==> src/rtl/product_accumulator_if.sv <==
// Handshake bundle between the upstream multiplier, the product accumulator
// and the downstream sum consumer.
interface product_accumulator_if #(
    parameter int WIDTH     = 16,
    parameter int ACC_WIDTH = 40
);
    logic [2*WIDTH-1:0]   p;
    logic                 in_valid;
    logic                 in_ready;
    logic                 clear;
    logic [ACC_WIDTH-1:0] sum;
    logic                 ovf;
    logic                 out_valid;
    logic                 out_ready;

    modport master (
        output p, in_valid, clear, out_ready,
        input  in_ready, sum, ovf, out_valid
    );

    modport slave (
        input  p, in_valid, clear, out_ready,
        output in_ready, sum, ovf, out_valid
    );
endinterface

==> src/rtl/product_accumulator.sv <==
// Sums COUNT unsigned products per frame with saturation and a sticky overflow
// flag, then holds the frame result until the consumer takes it.
module product_accumulator #(
    parameter int WIDTH     = 16,
    parameter int ACC_WIDTH = 40,
    parameter int COUNT     = 8
) (
    input  logic                  clk,
    input  logic                  rst_n,
    product_accumulator_if.slave  bus
);
    localparam int CNT_W = $clog2(COUNT);
    localparam int SUM_W = ACC_WIDTH + 1;

    typedef enum logic [0:0] {
        ST_ACC  = 1'b0,
        ST_HOLD = 1'b1
    } state_t;

    state_t               state_r, state_s;
    logic [ACC_WIDTH-1:0] acc_r, acc_s;
    logic [CNT_W-1:0]     cnt_r, cnt_s;
    logic                 sticky_r, sticky_s;
    logic [ACC_WIDTH-1:0] sum_r, sum_s;
    logic                 ovf_r, ovf_s;
    logic [ACC_WIDTH-1:0] add_s;
    logic                 carry_s;

    // Returns {carry, value}; value pins to all-ones whenever the add carries out.
    function automatic logic [SUM_W-1:0] sat_add(
        input logic [ACC_WIDTH-1:0] a,
        input logic [2*WIDTH-1:0]   b
    );
        logic [SUM_W-1:0] raw;
        raw = {1'b0, a} + SUM_W'(b);
        if (raw[ACC_WIDTH]) begin
            sat_add = {1'b1, {ACC_WIDTH{1'b1}}};
        end else begin
            sat_add = raw;
        end
    endfunction

    // Next-state and datapath update; clear overrides every other input.
    always_comb begin
        state_s  = state_r;
        acc_s    = acc_r;
        cnt_s    = cnt_r;
        sticky_s = sticky_r;
        sum_s    = sum_r;
        ovf_s    = ovf_r;
        {carry_s, add_s} = sat_add(acc_r, bus.p);

        if (bus.clear) begin
            state_s  = ST_ACC;
            acc_s    = {ACC_WIDTH{1'b0}};
            cnt_s    = {CNT_W{1'b0}};
            sticky_s = 1'b0;
        end else begin
            case (state_r)
                ST_ACC: begin
                    if (bus.in_valid) begin
                        if (cnt_r == CNT_W'(COUNT - 1)) begin
                            sum_s    = add_s;
                            ovf_s    = sticky_r | carry_s;
                            acc_s    = {ACC_WIDTH{1'b0}};
                            cnt_s    = {CNT_W{1'b0}};
                            sticky_s = 1'b0;
                            state_s  = ST_HOLD;
                        end else begin
                            acc_s    = add_s;
                            cnt_s    = cnt_r + CNT_W'(1);
                            sticky_s = sticky_r | carry_s;
                        end
                    end else begin
                        acc_s = acc_r;
                    end
                end
                ST_HOLD: begin
                    if (bus.out_ready) begin
                        state_s = ST_ACC;
                    end else begin
                        state_s = ST_HOLD;
                    end
                end
                default: begin
                    state_s = ST_ACC;
                end
            endcase
        end
    end

    // State and datapath registers; reset discards any partial or pending frame.
    always_ff @(posedge clk or negedge rst_n) begin
        if (!rst_n) begin
            state_r  <= ST_ACC;
            acc_r    <= {ACC_WIDTH{1'b0}};
            cnt_r    <= {CNT_W{1'b0}};
            sticky_r <= 1'b0;
            sum_r    <= {ACC_WIDTH{1'b0}};
            ovf_r    <= 1'b0;
        end else begin
            state_r  <= state_s;
            acc_r    <= acc_s;
            cnt_r    <= cnt_s;
            sticky_r <= sticky_s;
            sum_r    <= sum_s;
            ovf_r    <= ovf_s;
        end
    end

    assign bus.in_ready  = (state_r == ST_ACC);
    assign bus.out_valid = (state_r == ST_HOLD);
    assign bus.sum       = sum_r;
    assign bus.ovf       = ovf_r;

endmodule

==> src/flat_wrapper.sv <==
// flat-port wrapper written by rule: the top's interface ports become plain ports
module product_accumulator_flat 
#(
    parameter int WIDTH     = 16,
    parameter int ACC_WIDTH = 40,
    parameter int COUNT     = 8
)
  (clk, rst_n, bus_p, bus_in_valid, bus_clear, bus_out_ready, bus_in_ready, bus_sum, bus_ovf, bus_out_valid);
  product_accumulator_if #(.WIDTH(WIDTH), .ACC_WIDTH(ACC_WIDTH)) bus_i ();
  input  logic clk;
  input  logic rst_n;
  input wire logic [$bits(bus_i.p)-1:0] bus_p;
  input wire logic [$bits(bus_i.in_valid)-1:0] bus_in_valid;
  input wire logic [$bits(bus_i.clear)-1:0] bus_clear;
  input wire logic [$bits(bus_i.out_ready)-1:0] bus_out_ready;
  output wire logic [$bits(bus_i.in_ready)-1:0] bus_in_ready;
  output wire logic [$bits(bus_i.sum)-1:0] bus_sum;
  output wire logic [$bits(bus_i.ovf)-1:0] bus_ovf;
  output wire logic [$bits(bus_i.out_valid)-1:0] bus_out_valid;
  assign bus_i.p = bus_p;
  assign bus_i.in_valid = bus_in_valid;
  assign bus_i.clear = bus_clear;
  assign bus_i.out_ready = bus_out_ready;
  assign bus_in_ready = bus_i.in_ready;
  assign bus_sum = bus_i.sum;
  assign bus_ovf = bus_i.ovf;
  assign bus_out_valid = bus_i.out_valid;
  product_accumulator #(.WIDTH(WIDTH), .ACC_WIDTH(ACC_WIDTH), .COUNT(COUNT)) u_core (.clk(clk), .rst_n(rst_n), .bus(bus_i));
endmodule
==> config.mk <==
export PLATFORM = sky130hd
export DESIGN_NAME = product_accumulator_flat
export DESIGN_NICKNAME = d
export VERILOG_FILES = /design/src/rtl/product_accumulator_if.sv /design/src/rtl/product_accumulator.sv /design/src/flat_wrapper.sv
export SDC_FILE = /design/constraint.sdc
export NUM_CORES = 1
export LEC_CHECK = 0
export ABC_AREA = 1
export CAP_MARGIN = 10
export CORE_AREA = 2 2 142 144
export DETAILED_ROUTE_END_ITERATION = 10
export DIE_AREA = 0 0 144 146
export DONT_BUFFER_PORTS = 1
export MAX_ROUTING_LAYER = met4
export PLACE_DENSITY = 0.52
export SLEW_MARGIN = 5
export SYNTH_ARGS = -nofsm -noshare
export SYNTH_HDL_FRONTEND = slang
export SYNTH_SLANG_ARGS = --single-unit
==> constraint.sdc <==
create_clock -name clk -period 3.1 [get_ports clk]
set_input_delay 0 -clock clk [delete_from_list [all_inputs] [get_ports clk]]
set_output_delay 0 -clock clk [all_outputs]
set_load 0.1 [all_outputs]
==> out/results.ini <==
[worst_hold_path]
hold_path_startpoint = bus_in_valid
hold_path.class = primary input to flip-flop

[grt]
grt_pass1_wl_um = 31600
grt_pass1_vias = 5866
gr-total-overflow = 0
grt_max_degree = 87
gr-usage-all-layers_pct = 19.8
grt_antenna_before_repair = 0

[logic_synthesis]
synth_cell_type_count = 35
synth-edff-count = 0
ys_ff_latch = 86
syn_nets = 1050
syn-cell-area_um2 = 6330
syn_avg_cell_area_um2 = 6.47
ys_warn_count = 0
synthArstFlopShare_pct = 100
ys_seq_area_share_pct = 34.0
ys.flop_type = dfrtp_1
synthCells = 978

[job]
cap_violations = 0

[final_layout]
antenna_cells = 0
final_util_pct = 36.3
final_common_cell = nand2_1
layout.cells.non_filler = 1252
layout_common_cells = nand2_1 (447), inv_1 (131), dfrtp_1 (86)
fin_area_um2 = 7010
syn_to_final_growth_pct = 10.7
final_nets = 1054
drive_above_1_share_pct = 5.98
fillers = 2155

[sta]
tightest_slew_ns = 0.957
hold_slack_ns = 0.00571
rsz0062_at_grt = false
fin_crit_ns = 2.63
finalHoldViolations = 0
finalMaxSlewViolations = 0
fin_ws_ns = 0.469
tns_ns = 0
slew_headroom_pct = 36.2
setup_viol = 0
fin_skew_ns = 0.0109
max_freq_mhz = 380
final.period_utilization_pct = 84.9

[drt]
ant_nets = 0
viasPerCell = 4.61
vias = 5772
first_pass_iters = 7
drc = 0
first_iter_violations = 391
detail_route.wl_per_cell_um = 15.3
met1_length_um = 9030
routed-wl-met2_um = 8930
dr_wl_met3_um = 794
top_layer = met4
drt-total-wl_um = 19100

[floorplanning]
io_pins = 80
rows = 51
die_width_um = 144
die_h_um = 146
dieArea_um2 = 21000
initial_core_util_pct = 32.7
core-area_um2 = 19300

[cts]
clockRootBuffer = clkbuf_16
clockBufferDepth = 2
numCtsBuffers = 9
clk_pin_slew_ns = 0.07
clk-insertion-delay-late_ns = 0.36
clock_sinks = 86
h-tree-depth = 3
cts_tree = yes

[place]
post_dp_cell_area_um2 = 6620
gp_congestion = 0.950
io_buffers = 0
place_ws_ns = 0.256
dpl.hpwl_um = 15000
dp.cells = 1229

[power]
peakVddDrop_mv = 0.261
total_power_mw = 3.49
p_per_area_nw_per_um2 = 498
p_leak_nw = 4.04

[outcome]
status = completed

[setup_path]
critPathArrivalTime_ns = 2.87
critPathMaxFanout = 30
r2r-start = u_core.acc_r[0]
cp-end-kind = flip-flop
crit_path_start_kind = flip-flop
criticalPathCategory = flip-flop to flip-flop
worstPathRequired_ns = 3.34
cp-startpoint = u_core.acc_r[0]

-- sequential cells by signal, summed over array words and instances, names as in the netlist --
name / cells
u_core.cnt_r: 3
u_core.bus.ovf: 1
u_core.bus.sum: 40
u_core.sticky_r: 1
u_core.acc_r: 40
u_core.bus.out_valid: 1
-- area by class of cell --
cell class,count,area [µm²],area share [%]
multi-input combinational,737,3580,51.1
sequential,86,2150,30.7
inverter,133,499,7.12
tap,265,332,4.73
clock buffer,12,267,3.80
timing repair buffer,15,148,2.11
clock inverter,4,28.8,0.411
-- layer usage --
layer | up-vias | global-route usage, %
met5 | - | -
met4 | 0 | 5.49
met3 | 24 | 3.29
met2 | 96 | 31.8
met1 | 2637 | 25.8
li1 | 3015 | -
-- timing repair --
item,4_1_cts,5_1_grt
endpoints found under the hold margin,114,0
hold buffers,7,0
gates resized for setup,0,1
buffers inserted,0,0
endpoints found under the setup margin,0,2
-- worst paths after layout --
path | to | slack [ns] | depth (start not counted)
min in group asynchronous | u_core.bus.sum[17] | 0.17 | 2
worst max register to register | u_core.bus.sum[2] | 0.47 | 14
worst max-delay path | u_core.bus.sum[2] | 0.47 | 14
worst min register to register | u_core.bus.sum[17] | 0.48 | 2
max in group asynchronous | u_core.acc_r[23] | 2.47 | 2
worst min-delay path | u_core.acc_r[36] | 0.006 | 3
-- logic make-up after synthesis --
group / after synthesis / synth area share, %
compound gates: 76 / 6.38
xor+xnor: 18 / 2.49
fa+ha+maj: 35 / 7.04
buf+inv: 155 / 9.78
flops: 86 / 34.0
simple gates: 608 / 40.3
-- power by group --
group	switching, mW	leakage (nW)	internal [mW]	total, mW
clock network	0.481	0.141	0.611	1.09
registers	0.0580	1.18	1.19	1.25
logic	0.785	2.72	0.363	1.15
-- cell usage after synthesis (2+ instances only) --
library cell,count,area share (%)
buf_4,2,0.24
buf_2,6,0.47
clkbuf_1,11,0.65
nand2_2,6,0.59
nand4_1,7,0.69
inv_1,131,7.8
nor3_1,6,0.47
nor2_1,70,4.2
o21bai_1,2,0.24
a22o_1,2,0.28
buf_6,3,0.53
o21ai_0,27,2.1
xor2_1,18,2.5
nand2_1,447,27
nand3_2,19,3.0
nor4_1,2,0.20
nand3b_1,4,0.47
dfrtp_1,86,34
nand3_1,41,3.2
inv_2,2,0.12
a21oi_1,39,3.1
ha_1,34,6.7
-- critical path, cell delays in order (launching register included) --
cell,delay [ns]
dfrtp_1,0.37
ha_1,0.22
fa_1,0.44
nand2_1,0.12
nand3_1,0.09
nand3_1,0.09
nand2_2,0.09
nand2_1,0.09
nand2_2,0.09
nand3_2,0.08
nand2_2,0.22
nand2_8,0.31
o21ai_0,0.18
nand2_1,0.09
nand2_1,0.05
No activity file was read; power rests on OpenSTA's default activity.
